<file path="src/rtl/fetch_queue_pkg.sv">
// rtl/fetch_queue_pkg.sv - shared types and constants for the instruction fetch queue
package fetch_queue_pkg;

  localparam int DEPTH_DEFAULT = 4;
  localparam int PTR_W         = $clog2(DEPTH_DEFAULT);
  localparam int CNT_W         = PTR_W + 1;

  localparam logic [31:0] RESET_PC = 32'hbfc00000;

  typedef struct packed {
    logic [31:0] pc;
    logic [31:0] instr;
    logic        excp;
  } fq_entry_t;

endpackage

</file>
<file path="src/rtl/fetch_queue_if.sv">
// rtl/fetch_queue_if.sv - fetch/decode handshake bundle; the queue takes the slave side
interface fetch_queue_if #(
  parameter int DEPTH   = 4,
  parameter int INSTR_W = 32,
  parameter int PC_W    = 32
);
  localparam int CNT_W = $clog2(DEPTH) + 1;

  logic               flush;
  logic               push_valid;
  logic               push_ready;
  logic [PC_W-1:0]    push_pc;
  logic [INSTR_W-1:0] push_instr;
  logic               push_excp;
  logic               pop_valid;
  logic               pop_ready;
  logic [PC_W-1:0]    pop_pc;
  logic [INSTR_W-1:0] pop_instr;
  logic               pop_excp;
  logic [CNT_W-1:0]   count;
  logic               almost_full;

  modport master (
    output flush, push_valid, push_pc, push_instr, push_excp, pop_ready,
    input  push_ready, pop_valid, pop_pc, pop_instr, pop_excp, count, almost_full
  );

  modport slave (
    input  flush, push_valid, push_pc, push_instr, push_excp, pop_ready,
    output push_ready, pop_valid, pop_pc, pop_instr, pop_excp, count, almost_full
  );

endinterface

</file>
<file path="src/rtl/fetch_queue_storage.sv">
// rtl/fetch_queue_storage.sv - fq_storage: DEPTH x W register array, one write port, async read, no reset
module fq_storage #(
  parameter int DEPTH = 4,
  parameter int W     = 65
) (
  input  logic                     clk,
  input  logic                     we_i,
  input  logic [$clog2(DEPTH)-1:0] waddr_i,
  input  logic [W-1:0]             wdata_i,
  input  logic [$clog2(DEPTH)-1:0] raddr_i,
  output logic [W-1:0]             rdata_o
);

  logic [W-1:0] mem_q [DEPTH];

  always_ff @(posedge clk) begin
    if (we_i) begin
      mem_q[waddr_i] <= wdata_i;
    end
  end

  assign rdata_o = mem_q[raddr_i];

endmodule

</file>
<file path="src/rtl/fetch_queue.sv">
// rtl/fetch_queue.sv - fetch-to-decode instruction queue with flush; FETCH_QUEUE_BYPASS_EN adds an empty-queue bypass
module fetch_queue
  import fetch_queue_pkg::*;
#(
  parameter int DEPTH    = 4,
  parameter int INSTR_W  = 32,
  parameter int PC_W     = 32,
  parameter int AFULL_TH = DEPTH - 1
) (
  input  logic         clk,
  input  logic         rst,
  fetch_queue_if.slave bus
);

  localparam int AW = $clog2(DEPTH);
  localparam int CW = AW + 1;
  localparam int EW = PC_W + INSTR_W + 1;

  logic [AW-1:0] rd_ptr_q, rd_ptr_d;
  logic [AW-1:0] wr_ptr_q, wr_ptr_d;
  logic [CW-1:0] count_q, count_d;
  logic          afull_q, afull_d;

  logic [EW-1:0] wr_entry, rd_entry, head_entry;
  logic          empty, push_fire, pop_fire, bypass, store_en, rd_adv;

  assign empty          = (count_q == '0);
  assign bus.push_ready = (count_q != CW'(DEPTH));
  assign push_fire      = bus.push_valid & bus.push_ready;

`ifdef FETCH_QUEUE_BYPASS_EN
  // rst gating keeps pop_valid low while reset is held even if fetch is pushing
  assign bypass = empty & push_fire & ~bus.flush & rst;
`else
  assign bypass = 1'b0;
`endif

  assign bus.pop_valid = ~bus.flush & (~empty | bypass);
  assign pop_fire      = bus.pop_valid & bus.pop_ready;

  // A bypassed entry taken by decode never touches storage or the pointers
  assign store_en = push_fire & ~(bypass & bus.pop_ready);
  assign rd_adv   = pop_fire & ~bypass;

  assign wr_entry = {bus.push_pc, bus.push_instr, bus.push_excp};

  always_comb begin
    head_entry = '0;
    if (!empty) begin
      head_entry = rd_entry;
    end else if (bypass) begin
      head_entry = wr_entry;
    end
  end

  assign {bus.pop_pc, bus.pop_instr, bus.pop_excp} = head_entry;
  assign bus.count       = count_q;
  assign bus.almost_full = afull_q;

  always_comb begin
    rd_ptr_d = rd_ptr_q;
    wr_ptr_d = wr_ptr_q;
    count_d  = count_q;
    if (bus.flush) begin
      rd_ptr_d = '0;
      wr_ptr_d = '0;
      count_d  = '0;
    end else begin
      if (store_en) wr_ptr_d = wr_ptr_q + AW'(1);
      if (rd_adv)   rd_ptr_d = rd_ptr_q + AW'(1);
      case ({store_en, rd_adv})
        2'b10:   count_d = count_q + CW'(1);
        2'b01:   count_d = count_q - CW'(1);
        default: count_d = count_q;
      endcase
    end
    afull_d = (count_d >= CW'(AFULL_TH));
  end

  always_ff @(posedge clk or negedge rst) begin
    if (!rst) begin
      rd_ptr_q <= '0;
      wr_ptr_q <= '0;
      count_q  <= '0;
      afull_q  <= 1'b0;
    end else begin
      rd_ptr_q <= rd_ptr_d;
      wr_ptr_q <= wr_ptr_d;
      count_q  <= count_d;
      afull_q  <= afull_d;
    end
  end

  fq_storage #(
    .DEPTH (DEPTH),
    .W     (EW)
  ) u_storage (
    .clk     (clk),
    .we_i    (store_en & ~bus.flush),
    .waddr_i (wr_ptr_q),
    .wdata_i (wr_entry),
    .raddr_i (rd_ptr_q),
    .rdata_o (rd_entry)
  );

endmodule

</file>
<file path="src/flat_wrapper.sv">
// flat-port wrapper written by rule: the top's interface ports become plain ports
module fetch_queue_flat import fetch_queue_pkg::*;
#(
  parameter int DEPTH    = 4,
  parameter int INSTR_W  = 32,
  parameter int PC_W     = 32,
  parameter int AFULL_TH = DEPTH - 1
)
  (clk, rst, bus_flush, bus_push_valid, bus_push_pc, bus_push_instr, bus_push_excp, bus_pop_ready, bus_push_ready, bus_pop_valid, bus_pop_pc, bus_pop_instr, bus_pop_excp, bus_count, bus_almost_full);
  fetch_queue_if #(.DEPTH(DEPTH), .INSTR_W(INSTR_W), .PC_W(PC_W)) bus_i ();
  input  logic clk;
  input  logic rst;
  input wire logic [$bits(bus_i.flush)-1:0] bus_flush;
  input wire logic [$bits(bus_i.push_valid)-1:0] bus_push_valid;
  input wire logic [$bits(bus_i.push_pc)-1:0] bus_push_pc;
  input wire logic [$bits(bus_i.push_instr)-1:0] bus_push_instr;
  input wire logic [$bits(bus_i.push_excp)-1:0] bus_push_excp;
  input wire logic [$bits(bus_i.pop_ready)-1:0] bus_pop_ready;
  output wire logic [$bits(bus_i.push_ready)-1:0] bus_push_ready;
  output wire logic [$bits(bus_i.pop_valid)-1:0] bus_pop_valid;
  output wire logic [$bits(bus_i.pop_pc)-1:0] bus_pop_pc;
  output wire logic [$bits(bus_i.pop_instr)-1:0] bus_pop_instr;
  output wire logic [$bits(bus_i.pop_excp)-1:0] bus_pop_excp;
  output wire logic [$bits(bus_i.count)-1:0] bus_count;
  output wire logic [$bits(bus_i.almost_full)-1:0] bus_almost_full;
  assign bus_i.flush = bus_flush;
  assign bus_i.push_valid = bus_push_valid;
  assign bus_i.push_pc = bus_push_pc;
  assign bus_i.push_instr = bus_push_instr;
  assign bus_i.push_excp = bus_push_excp;
  assign bus_i.pop_ready = bus_pop_ready;
  assign bus_push_ready = bus_i.push_ready;
  assign bus_pop_valid = bus_i.pop_valid;
  assign bus_pop_pc = bus_i.pop_pc;
  assign bus_pop_instr = bus_i.pop_instr;
  assign bus_pop_excp = bus_i.pop_excp;
  assign bus_count = bus_i.count;
  assign bus_almost_full = bus_i.almost_full;
  fetch_queue #(.DEPTH(DEPTH), .INSTR_W(INSTR_W), .PC_W(PC_W), .AFULL_TH(AFULL_TH)) u_core (.clk(clk), .rst(rst), .bus(bus_i));
endmodule
</file>
<file path="config.mk">
export PLATFORM = sky130hd
export DESIGN_NAME = fetch_queue_flat
export DESIGN_NICKNAME = d
export VERILOG_FILES = /design/src/rtl/fetch_queue_pkg.sv /design/src/rtl/fetch_queue_if.sv /design/src/rtl/fetch_queue_storage.sv /design/src/rtl/fetch_queue.sv /design/src/flat_wrapper.sv
export SDC_FILE = /design/constraint.sdc
export NUM_CORES = 1
export LEC_CHECK = 0
export ABC_AREA = 1
export ABC_CLOCK_PERIOD_IN_PS = 5930
export BUFFER_PORTS_ARGS = -buffer_cell sky130_fd_sc_hd__buf_2
export CORE_MARGIN = 5
export CORE_UTILIZATION = 55
export CTS_BUF_LIST = sky130_fd_sc_hd__clkbuf_2 sky130_fd_sc_hd__clkbuf_4 sky130_fd_sc_hd__clkbuf_8
export CTS_CLUSTER_SIZE = 10
export DETAILED_ROUTE_END_ITERATION = 8
export GPL_TIMING_DRIVEN = 0
export PLACE_DENSITY_LB_ADDON = 0.2
export SKIP_CTS_REPAIR_TIMING = 1
export SYNTH_ARGS = -nofsm -noshare
export SYNTH_HDL_FRONTEND = slang
export SYNTH_HIERARCHICAL = 1
export SYNTH_SLANG_ARGS = --single-unit
</file>
<file path="constraint.sdc">
create_clock -name clk -period 5.93 [get_ports clk]
set_clock_uncertainty 0.2 [all_clocks]
set_input_delay 1.779 -clock clk [delete_from_list [all_inputs] [get_ports clk]]
set_output_delay 1.779 -clock clk [all_outputs]
set_load 0.05 [all_outputs]
</file>
# --- After elaboration in Yosys (flattened, before gate mapping) ---
# Memories as Yosys holds them, arrays and structs flattened.
# Index checks and enable logic that the tools add are counted.
op_classes:
  addsub: 4
  n_lt_le_gt_ge: 1
  n_eq_ne: 3
  mux: 9
  bitwise_logic: 6
  n_reduce_logical: 3
ops:
  columns: ["op", "count"]
  rows:
  - ["two-way mux 65 bit", 1]
  - ["two-way mux 2 bit", 4]
  - ["one-hot mux 3 bit (2 select lines)", 1]
  - ["adder 2 x 1 -> 2 bit (second input constant)", 2]
  - ["AND 1 bit", 4]
  - ["nonzero test 2 bit", 2]
  - ["adder 3 x 1 -> 3 bit (second input constant)", 1]
  - [">= comparator 3 x 2 -> 1 bit (second input constant)", 1]
  - ["logical NOT 3 bit", 1]
  - ["two-way mux 3 bit", 1]
  - ["!= test 3 bit (second input constant)", 1]
  - ["subtractor 3 x 1 -> 3 bit (second input constant)", 1]
  - ["== test 2 x 1 -> 1 bit (second input constant)", 1]
  - ["== test 2 bit (second input constant)", 1]
  - ["two-way mux 1 bit", 2]
  - ["NOT 1 bit", 2]
totals:
  regBits: 8
  ram_bits: 260
  input_bits: 70
  output_inout_bits: 71
  n_memories: 1
mem_list:
  columns: ["memory", "depth", "width", "read_ports", "rd_clocked_by_memory_dff", "write_ports", "line_no", "text"]
  rows:
  - ["u_core.u_storage.mem_q", 4, 65, 1, 0, 1, "fetch_queue_storage.sv:14", "logic [W-1:0] mem_q [DEPTH];"]

# --- Logic depth before layout (Yosys ltp) ---
# Gate-level depths: netlist of the first run.
depth:
  word_depth: 8
  ltp_mapped: 11
  depth_no_buf: 11

# --- Modules after synthesis ---
# Netlist of the first run, hierarchy kept.
modules_own_cells:
  columns: ["module", "n_inst", "cells_each", "area_per_inst_um2", "seq_area_each_um2"]
  rows:
  - ["fq_storage", 1, 1027, 10976.8, 7807.5]
  - ["fetch_queue", 1, 193, 1355.0, 200.2]

# --- Least setup slack after synthesis of the first run ---
# No wires, ideal clock.
synth_timing:
  path_kind: "input-to-reg"
  from: "input bus_push_valid"
  to: "memory u_core.u_storage.mem_q[1][0], enable pin"
  setup_ps: 568
  t_arrival_ps: 6481
  path_slack_ps: -1320
  path_stages: 4
  path_buffers: 0
  cell_sequence: "nand2_1 nor2_1 inv_1 nor3_1"
synth_via:
  elab_chain_len: 4
synth_lines:
  columns: ["item", "line_no", "text"]
  rows:
  - ["start, declared", "flat_wrapper.sv:14", "input wire logic [$bits(bus_i.push_valid)-1:0] bus_push_valid;"]
  - ["AND 1 bit", "fetch_queue.sv:29", "assign push_fire = bus.push_valid & bus.push_ready;"]
  - ["AND 1 bit", "fetch_queue.sv:99", ".we_i (store_en & ~bus.flush),"]
  - ["two-way mux 1 bit", "fetch_queue_storage.sv:17", "if (we_i) begin"]
  - ["two-way mux 1 bit (not written as such)", "fetch_queue_storage.sv:18", "mem_q[waddr_i] <= wdata_i;"]
  - ["end, declared", "fetch_queue_storage.sv:14", null]
# No other way between the ends.

# --- Worst setup path in the final report of the first run ---
layout_timing:
  from: "register u_core.rd_ptr_q[0]"
  to: "output bus_pop_pc[31]"
layout_via:
  elab_chain_len: 2
layout_lines:
  columns: ["item", "line_no", "text"]
  rows:
  - ["start, declared", "fetch_queue.sv:19", "logic [AW-1:0] rd_ptr_q, rd_ptr_d;"]
  - ["start signal, assigned", "fetch_queue.sv:87", "rd_ptr_q <= rd_ptr_d;"]
  - ["memory read (4 x 65 bit)", null, null]
  - ["net u_core.rd_entry[64]", "fetch_queue.sv:24", "logic [EW-1:0] wr_entry, rd_entry, head_entry;"]
  - ["two-way mux 65 bit", "fetch_queue.sv:49", "if (!empty) begin"]
  - ["end, declared", "flat_wrapper.sv:21", "output wire logic [$bits(bus_i.pop_pc)-1:0] bus_pop_pc;"]
# The timed path passes the listed nets, and every way through them passes these cells.

==> flow_summary.ini, run 1 <==
[sta]
fin_crit_sh_pct = 73.15
finalHoldViolCount = 0
final.hold.worst_slack_ps = 391.1
setup-violations-final = 0
rsz_0062_raised_after_global_routing = no
final_period_minus_worst_setup_slack_ps = 4338
tightest_slew_ps = 993.9
slew_headroom_pct = 33.38
max_freq_mhz = 230.5
finalMaxSlewViolations = 0

[worst_hold_path]
timing.hold.worst_path_depth = 2
hold_path_class = reg -> reg
worstHoldStart = u_core/rd_ptr_q[0]
worst_hold_endpoint = u_core/rd_ptr_q[0]

[yosys]
synth_top_cells_by_area = sky130_fd_sc_hd__edfxtp_1 (63%), sky130_fd_sc_hd__nand2_1 (10%), sky130_fd_sc_hd__inv_1 (10%), sky130_fd_sc_hd__nand3_1 (5.5%), sky130_fd_sc_hd__nor2_4 (3.7%)
syn_nets = 1292
post-synth-top-area-cell = sky130_fd_sc_hd__edfxtp_1
netlist_instances = 1220
asyncSetResetFlopFracSynth_pct = 2.985
synth.ff_latch_count = 268
number_of_synthesized_flops_with_an_enable_pin = 260
synth.lib_cells_used.distinct = 25
synth_commonest_cells = sky130_fd_sc_hd__nand2_1 (338), sky130_fd_sc_hd__inv_1 (337), sky130_fd_sc_hd__edfxtp_1 (260)
synth.yosys.warnings = 6
yosys.cell_count.top_type = sky130_fd_sc_hd__nand2_1
syn_avg_cell_area_sq_um = 10.11
seq_area_frac_synth_pct = 64.94
synth_top_area_share_pct = 63.31
syn_area_sq_mm = 0.01233
ys.flop_type = sky130_fd_sc_hd__edfxtp_1

[cells_and_area]
n_fill_cell = 1739
multiInputGateArea_sq_mm = 0.002671
nNetsFinal = 1506
area_overhead_vs_synth_pct = 17.94
design_area_final_sq_mm = 0.01454
drive_above_1_share_pct = 22.34
seq_area_sq_mm = 0.008008

[global_routing]
grt-ovfl-total = 0
grt_max_degree = 12
first_pass_grt_wire_length_um = 41300
grt_use_total_pct = 20.39
antenna_found_initial = 5
vias_in_the_first_global_route = 8134

[floorplan]
io_pins = 141
initial_utilization_pct = 56.16
num_rows = 54
floorplan.die_area_sq_mm = 0.02552
chipHeight_um = 159.7
std_cell_core_area_sq_mm = 0.02196
die-width_um = 159.7

[job]
cap_viol_max_count = 0

[routing]
postRouteWirelength_um = 26140
vias = 8233
drt-vias-per-instance = 4.713
remaining_drc_errors = 0
drt-initial-drc-count = 386
drt.antenna.violating_nets = 0
wl_per_cell_um = 14.96
first_pass_iters = 5

[clock_network]
clk_pin_slew_ps = 60
ctsLongestPathBuffers = 3
cts_max_level = 2
clock_tree.root_cell = sky130_fd_sc_hd__clkbuf_8
cts_tree = built
cts_num_sinks = 268
cts_buffers = 43
clk-insertion-delay-late_ps = 530

[setup_path]
critical_path.top_delay_family = buffers and inverters
critical_path.max_stage_delay_ps = 430
r2r-end = u_core/u_storage/mem_q[2][30]
r2r-start = u_core/bus.count[0]
timing.critical_path.to_type = output port
timing.critical_path.cells = buf_2 -> buf_4 -> buf_2 -> nand2_1 -> nand3_1 -> nand2_1 -> inv_1 -> nor2_1 -> buf_2
crit_path_launch_type = register
required_ps = 3950
worst-r2r-cell-count = 9
crit_slowest_cell = sky130_fd_sc_hd__dfrtp_1
timing.critical_path.buf_inv = 5
cp_common_cell = sky130_fd_sc_hd__buf_2
worst-r2r-setup-slack_ps = 3090
critical_path_peak_fanout = 10
timing_worst_setup_path_type = reg -> out
worst-endpoint-arrival_ps = 2360

[placed_design]
placement.cell_area_sq_mm = 0.01375
io_buffers = 140
gp_congestion = 0.7939
hpwlAfterDp_um = 17900

[run_status]
status = finished, final reports clean

[pwr]
power-per-cell-area_mw_per_mm2 = 354.2
ir_worst_vdd_mv = 0.2334
p_leak_uw = 0.007086
[state kept, by name (all words and copies together) (netlist names)]
register / count
u_core/u_storage/mem_q: 260
u_core/bus.count: 3
u_core/rd_ptr_q: 2
u_core/wr_ptr_q: 2
u_core/bus.almost_full: 1
[logic make-up after synthesis]
family,count (synthesis),share of synthesized area (%)
AO/OA/AOI/OAI,3,0.1217
XOR/XNOR,2,0.1421
adder cells (fa/ha/maj),2,0.2638
flip-flops,268,64.94
buffers and inverters,390,13.57
AND/OR/NAND/NOR,555,20.97
[layer usage]
metal	global-route usage (%)	vias to the layer above	routed length [um]
li1	-	4169	-
met1	25.78	3800	11030
met2	35.26	210	13030
met3	5.052	48	1589
met4	5.602	6	465
met5	0	-	31
[how the worst max path moves through the flow]
stage,end,startpoint,cells after the start,slack [ps]
finish,bus_pop_pc[31],u_core/rd_ptr_q[0],9,1590
CTS,bus_pop_pc[29],u_core/rd_ptr_q[1],8,1540
floorplan,u_core/u_storage/mem_q[1][0],bus_push_valid,4,-1320
global placement,u_core/u_storage/mem_q[1][30],bus_push_valid,5,-5140
detailed placement,bus_pop_valid,bus_flush,3,1680
global route,bus_pop_pc[29],u_core/rd_ptr_q[1],8,1430
[worst min-delay path, stage by stage (launching register included)]
cell                      delay (ps)
sky130_fd_sc_hd__dfrtp_1         430
sky130_fd_sc_hd__nand2_1          80
sky130_fd_sc_hd__nand2_1          60
[where the power goes]
part,switching (uW),leakage [uW],internal [uW]
clock,670,0.000414,780
combinational,1120,0.00420,409
sequential,22.1,0.00247,2150
total,1810,0.00709,3340
[cells in the final DEF (no fill, tap or decap), types with 4 or more instances in the layout]
cell type	Yosys	final
sky130_fd_sc_hd__buf_12	5	5
sky130_fd_sc_hd__buf_2	31	171
sky130_fd_sc_hd__buf_6	11	33
sky130_fd_sc_hd__buf_8	0	6
sky130_fd_sc_hd__clkbuf_4	0	15
sky130_fd_sc_hd__clkbuf_8	0	44
sky130_fd_sc_hd__clkinv_1	1	14
sky130_fd_sc_hd__dfrtp_1	8	8
sky130_fd_sc_hd__edfxtp_1	260	260
sky130_fd_sc_hd__inv_1	337	337
sky130_fd_sc_hd__nand2_1	338	338
sky130_fd_sc_hd__nand3_1	135	135
sky130_fd_sc_hd__nor2_1	31	31
sky130_fd_sc_hd__nor2_4	41	41
sky130_fd_sc_hd__nor3_2	0	4
[cell type report]
cell class | instances | share of cell area (%)
Antenna cell | 3 | 0.05162
Clock inverter | 16 | 0.4818
Multi-Input combinational cell | 562 | 18.37
Timing Repair Buffer | 169 | 7.192
Inverter | 340 | 8.792
Buffer | 50 | 2.710
Tap cell | 280 | 2.409
Sequential cell | 268 | 55.06
Clock buffer | 59 | 4.938
[through the flow]
step,worst slack (ps),util [%],TNS (ps),instances,total power (uW)
floorplan,-1320,-,-343120,1220,3378
global placement,-5140,60.95,-1314430,1640,3721
detailed placement,1677,62.61,0,1669,3750
CTS,1544,66.20,0,1744,5197
global route,1429,66.22,0,1746,5392
finish,1592,66.23,0,1747,5151
Note: power is estimated with default switching activity, not from simulation.
==> run 2, diff against run 1 <==
Settings changed: ABC_CLOCK_PERIOD_IN_PS 5930 to 3900.
Clock period 5.93 ns to 3.9 ns, I/O delays scaled along.
==> run 2 against run 1 <==
Wire length fell by 0.23%; cell area grew 0.75%; final cell count shrank 0.80%; clock power grew 58%; power grew 54%; die area unchanged; sequential share of layout area decreased by 0.41 points; non-clock buffer count down 13; critical endpoint unchanged.
==> flow_summary.ini, run 2 (same netlist as run 1, synthesis figures left out) <==
[sta]
finalHoldViolCount = 0
max_freq_mhz = 269.0
tns_ps = 0
final_period_minus_worst_setup_slack_ps = 3717
setup-violations-final = 0
fin_crit_sh_pct = 95.30
slew_headroom_pct = 40.14
post-route-worst-setup-slack_ps = 183.2
finalMaxSlewViolations = 0
rsz_0062_raised_after_global_routing = no
tightest_slew_ps = 895.0

[pwr]
sw_frac_of_total_pct = 34.61
cellInternalPower_uw = 5184
pwr-share-clk_pct = 28.8
power.share.combinational_pct = 29.5
power-per-cell-area_mw_per_mm2 = 541.0
seqPwrFrac_pct = 41.6
p_leak_uw = 0.007117
switchingPower_uw = 2743
ir_worst_vdd_mv = 0.3777

[cells_and_area]
largest_reg_flops = 260
registers.top_by_ff_count = u_core/u_storage/mem_q
drive_above_1_share_pct = 22.25
layout.cells.most_common = sky130_fd_sc_hd__nand2_1
final_core_util_pct = 66.73
final-instance-count-excl-fill = 1733
nNetsFinal = 1492
area_overhead_vs_synth_pct = 18.82
most-common-layout-cells = sky130_fd_sc_hd__nand2_1 (338), sky130_fd_sc_hd__inv_1 (337), sky130_fd_sc_hd__edfxtp_1 (260)

[setup_path]
worst-endpoint-arrival_ps = 2350
required_ps = 2530
crit_path_launch_type = register
critical_path_peak_fanout = 10
timing.critical_path.to_type = output port
timing_worst_setup_path_type = reg -> out

[floorplan]
initial_utilization_pct = 56.16
floorplan.die_area_sq_mm = 0.02552
io_pins = 141
chipHeight_um = 159.7
die-width_um = 159.7
num_rows = 54
std_cell_core_area_sq_mm = 0.02196

[run_status]
status = finished, final reports clean

[placed_design]
io_buffers = 140
place.detailed.instances = 1656
pre_cts_ws_ps = 346.0
gp_congestion = 0.7768
hpwlAfterDp_um = 17240

[global_routing]
grt_use_total_pct = 20.27
antenna_found_initial = 6
vias_in_the_first_global_route = 8170
gr-usage-met1_pct = 25.79
grt-ovfl-total = 0
use_met3_pct = 5.258
grt.busiest_layer = met2
grt_max_degree = 17
first_pass_grt_wire_length_um = 41370
met2_usage_pct = 34.50

[routing]
postRouteWirelength_um = 26080
vias = 8312
drt.antenna.violating_nets = 0
remaining_drc_errors = 0
drt-initial-drc-count = 466
drt-vias-per-instance = 4.796
first_pass_iters = 5
wl_per_cell_um = 15.05

[clock_network]
cts_num_sinks = 268
clk_pin_slew_ps = 60
ctsLongestPathBuffers = 3
cts_tree = built
clock_tree.root_cell = sky130_fd_sc_hd__clkbuf_8
cts_max_level = 2
clk-insertion-delay-late_ps = 540
cts_buffers = 42

[job]
cap_viol_max_count = 0

[worst_hold_path]
hold_path_class = in -> async
==> run 2: layout make-up <==
cell class,count,area (sq um)
flip-flops and latches,268,8008
fillers,1681,7306
multi-input cells,562,2696
inverters,340,1279
repair buffers,156,1091
clock buffers,68,798.3
plain buffers,50,394.1
well taps,280,350.3
clock inverters,8,33.78
diodes,1,2.502
==> run 2: worst paths after layout <==
kind	start	end	slack, ps	cells after the start
worst max-delay path	u_core/rd_ptr_q[0]	bus_pop_pc[31]	180	9
worst min-delay path	rst	u_core/bus.count[2]	270	1
worst max register to register	u_core/bus.count[0]	u_core/u_storage/mem_q[2][26]	1010	9
worst min register to register	u_core/rd_ptr_q[1]	u_core/rd_ptr_q[1]	390	2
max in group asynchronous	rst	u_core/bus.almost_full	3040	1
min in group clk	u_core/rd_ptr_q[1]	u_core/rd_ptr_q[1]	390	2
==> run 2: per-stage QoR <==
stage	hold WS [ps]	total power [uW]	instance area, sq um
global placement	349.4	5649	13400
CTS	241.2	8012	14650
finish	271.1	7928	14650
global route	242.8	8314	14650
detailed placement	382.0	5716	13820
floorplan	298.1	5132	12350
==> run 2: critical path, stage by stage (launching register included) <==
cell and delay [ps]:
sky130_fd_sc_hd__dfrtp_1 430, sky130_fd_sc_hd__buf_2 180, sky130_fd_sc_hd__buf_4 190, sky130_fd_sc_hd__buf_2 210
sky130_fd_sc_hd__nand2_1 100, sky130_fd_sc_hd__nand3_1 70, sky130_fd_sc_hd__nand2_1 60, sky130_fd_sc_hd__inv_1 30
sky130_fd_sc_hd__nor2_1 220, sky130_fd_sc_hd__buf_2 320
==> run 2: power groups by stage <==
stage	logic, uW	registers, uW	clock network (uW)
floorplan	1750	3380	0
global route	2520	3310	2490
detailed placement	2360	3360	0
finish	2340	3300	2290
global placement	2280	3370	0
CTS	2360	3300	2350
==> run 2: routing by layer <==
| layer | wire length [um] | up-vias |
|---|---|---|
| met4 | 429 | 10 |
| met5 | 56 | - |
| li1 | - | 4149 |
| met1 | 11010 | 3860 |
| met3 | 1611 | 52 |
| met2 | 12980 | 241 |
==> run 3, diff against run 2 <==
==> constraint.sdc (replaced) <==
create_clock -name clk -period 3.9 [get_ports clk]
set_clock_uncertainty 0.2 [all_clocks]
set_input_delay 0.78 -clock clk [delete_from_list [all_inputs] [get_ports clk]]
set_output_delay 0.78 -clock clk [all_outputs]
set_load 0.05 [all_outputs]
==> run 3 against run 2 <==
Cell area hardly changed; flip-flop and latch count did not move; wire length about the same; die area stayed put; via count increased by 0.12%; power is essentially flat; utilization is essentially flat; final cell count is essentially flat; largest cell class unchanged.
==> flow_summary.ini, run 3 (same netlist as run 1, synthesis figures left out) <==
[pwr]
cellInternalPower_uw = 5185
seqPwrFrac_pct = 41.6
power-per-cell-area_mw_per_mm2 = 540.8
p_leak_uw = 0.007121
sw_frac_of_total_pct = 34.61
power.share.combinational_pct = 29.5
pwr-share-clk_pct = 28.9
ir_worst_vdd_mv = 0.3778
fin_total_pwr_uw = 7929
switchingPower_uw = 2744

[sta]
slew_headroom_pct = 39.96
setup-violations-final = 0
post-route-worst-setup-slack_ps = 602.5
final_period_minus_worst_setup_slack_ps = 3297
fin_crit_sh_pct = 84.55
finalMaxSlewViolations = 0
finalHoldViolCount = 0
rsz_0062_raised_after_global_routing = no
tns_ps = 0
tightest_slew_ps = 897.7
max_freq_mhz = 303.3

[cells_and_area]
n_fill_cell = 1680
area_overhead_vs_synth_pct = 18.90
drive_above_1_share_pct = 22.23
multiInputGateArea_sq_mm = 0.002696
design_area_final_sq_mm = 0.01466
largest_reg_flops = 260
registers.top_by_ff_count = u_core/u_storage/mem_q
nNetsFinal = 1493
seq_area_sq_mm = 0.008008
most-common-layout-cells = sky130_fd_sc_hd__nand2_1 (338), sky130_fd_sc_hd__inv_1 (337), sky130_fd_sc_hd__edfxtp_1 (260)
layout.cells.most_common = sky130_fd_sc_hd__nand2_1
final-instance-count-excl-fill = 1734

[floorplan]
initial_utilization_pct = 56.16
die-width_um = 159.7
floorplan.die_area_sq_mm = 0.02552
std_cell_core_area_sq_mm = 0.02196
num_rows = 54
io_pins = 141
chipHeight_um = 159.7

[global_routing]
grt-ovfl-total = 0
first_pass_grt_wire_length_um = 41370
antenna_found_initial = 6
vias_in_the_first_global_route = 8170
grt_use_total_pct = 20.27
grt_max_degree = 17

[setup_path]
timing.critical_path.cells = buf_2 -> buf_4 -> buf_2 -> nand2_1 -> nand3_1 -> nand2_1 -> inv_1 -> nor2_1 -> buf_2
timing_worst_setup_path_type = reg -> out
timing.critical_path.to_type = output port
critical_path_peak_fanout = 10
critical_path.max_stage_delay_ps = 440
crit_path_launch_type = register
timing.critical_path.buf_inv = 5
crit_slowest_cell = sky130_fd_sc_hd__dfrtp_1
worst-r2r-setup-slack_ps = 1010
critical_path.top_delay_family = buffers and inverters
worst-endpoint-arrival_ps = 2320
cp_common_cell = sky130_fd_sc_hd__buf_2
required_ps = 2920

[placed_design]
gp_congestion = 0.7768
place.detailed.instances = 1656
io_buffers = 140
hpwlAfterDp_um = 17240
pre_cts_ws_ps = 736.0
placement.cell_area_sq_mm = 0.01382

[clock_network]
clock_tree.root_cell = sky130_fd_sc_hd__clkbuf_8
cts_max_level = 2
cts_num_sinks = 268
clk_pin_slew_ps = 60
clk-insertion-delay-late_ps = 540
cts_tree = built
ctsLongestPathBuffers = 3
cts_buffers = 42

[routing]
postRouteWirelength_um = 26060
remaining_drc_errors = 0
drt-vias-per-instance = 4.799
wl_per_cell_um = 15.03
vias = 8322
first_pass_iters = 5
drt-initial-drc-count = 510
drt.antenna.violating_nets = 0

[worst_hold_path]
hold_path_class = in -> reg

[run_status]
status = finished, final reports clean

[job]
cap_viol_max_count = 0
## run 3: cell types whose count changed in the layout (fill, tap and decap cells not counted)
cell                            change
sky130_fd_sc_hd__dlygate4sd3_1      +1
## run 3: worst paths after layout
kind	start	endpoint	cells after the start
setup / recovery	u_core/rd_ptr_q[0]	bus_pop_pc[31]	9
hold / removal	bus_push_pc[31]	u_core/u_storage/mem_q[3][64]	1
setup reg to reg	u_core/bus.count[0]	u_core/u_storage/mem_q[2][26]	9
hold reg to reg	u_core/rd_ptr_q[1]	u_core/rd_ptr_q[1]	2
max in group asynchronous	rst	u_core/bus.almost_full	2
min in group asynchronous	rst	u_core/bus.count[2]	2
## run 3: layout make-up
type | count | area share, %
Clock buffer | 68 | 5.444
Inverter | 340 | 8.721
Timing Repair Buffer | 157 | 7.509
Tap cell | 280 | 2.389
Antenna cell | 1 | 0.01707
Clock inverter | 8 | 0.2304
Multi-Input combinational cell | 562 | 18.39
Sequential cell | 268 | 54.61
Buffer | 50 | 2.688
## run 3: through the flow
step	util (%)	hold WS [ps]
final	66.77	247.3
after global routing	66.77	203.0
after CTS	66.72	-148.8
after detailed placement	62.93	382.0
after global placement	61.04	349.4
after floorplan	-	284.4
## run 3: per-layer routing
metal	share of wire (%)	GRT usage (%)	vias to the layer above
met5	0.21	0	-
met4	1.8	5.957	10
met3	6.5	5.258	57
met2	49	34.50	255
met1	42	25.79	3847
li1	-	-	4153
## run 3: power groups by stage
stage	Sequential, uW	Clock [uW]	Combinational, uW
3_5_place_dp	3360	0	2360
2_1_floorplan	3380	0	1750
5_1_grt	3310	2490	2520
6_report	3300	2290	2340
4_1_cts	3300	2350	2360
3_3_place_gp	3370	0	2280
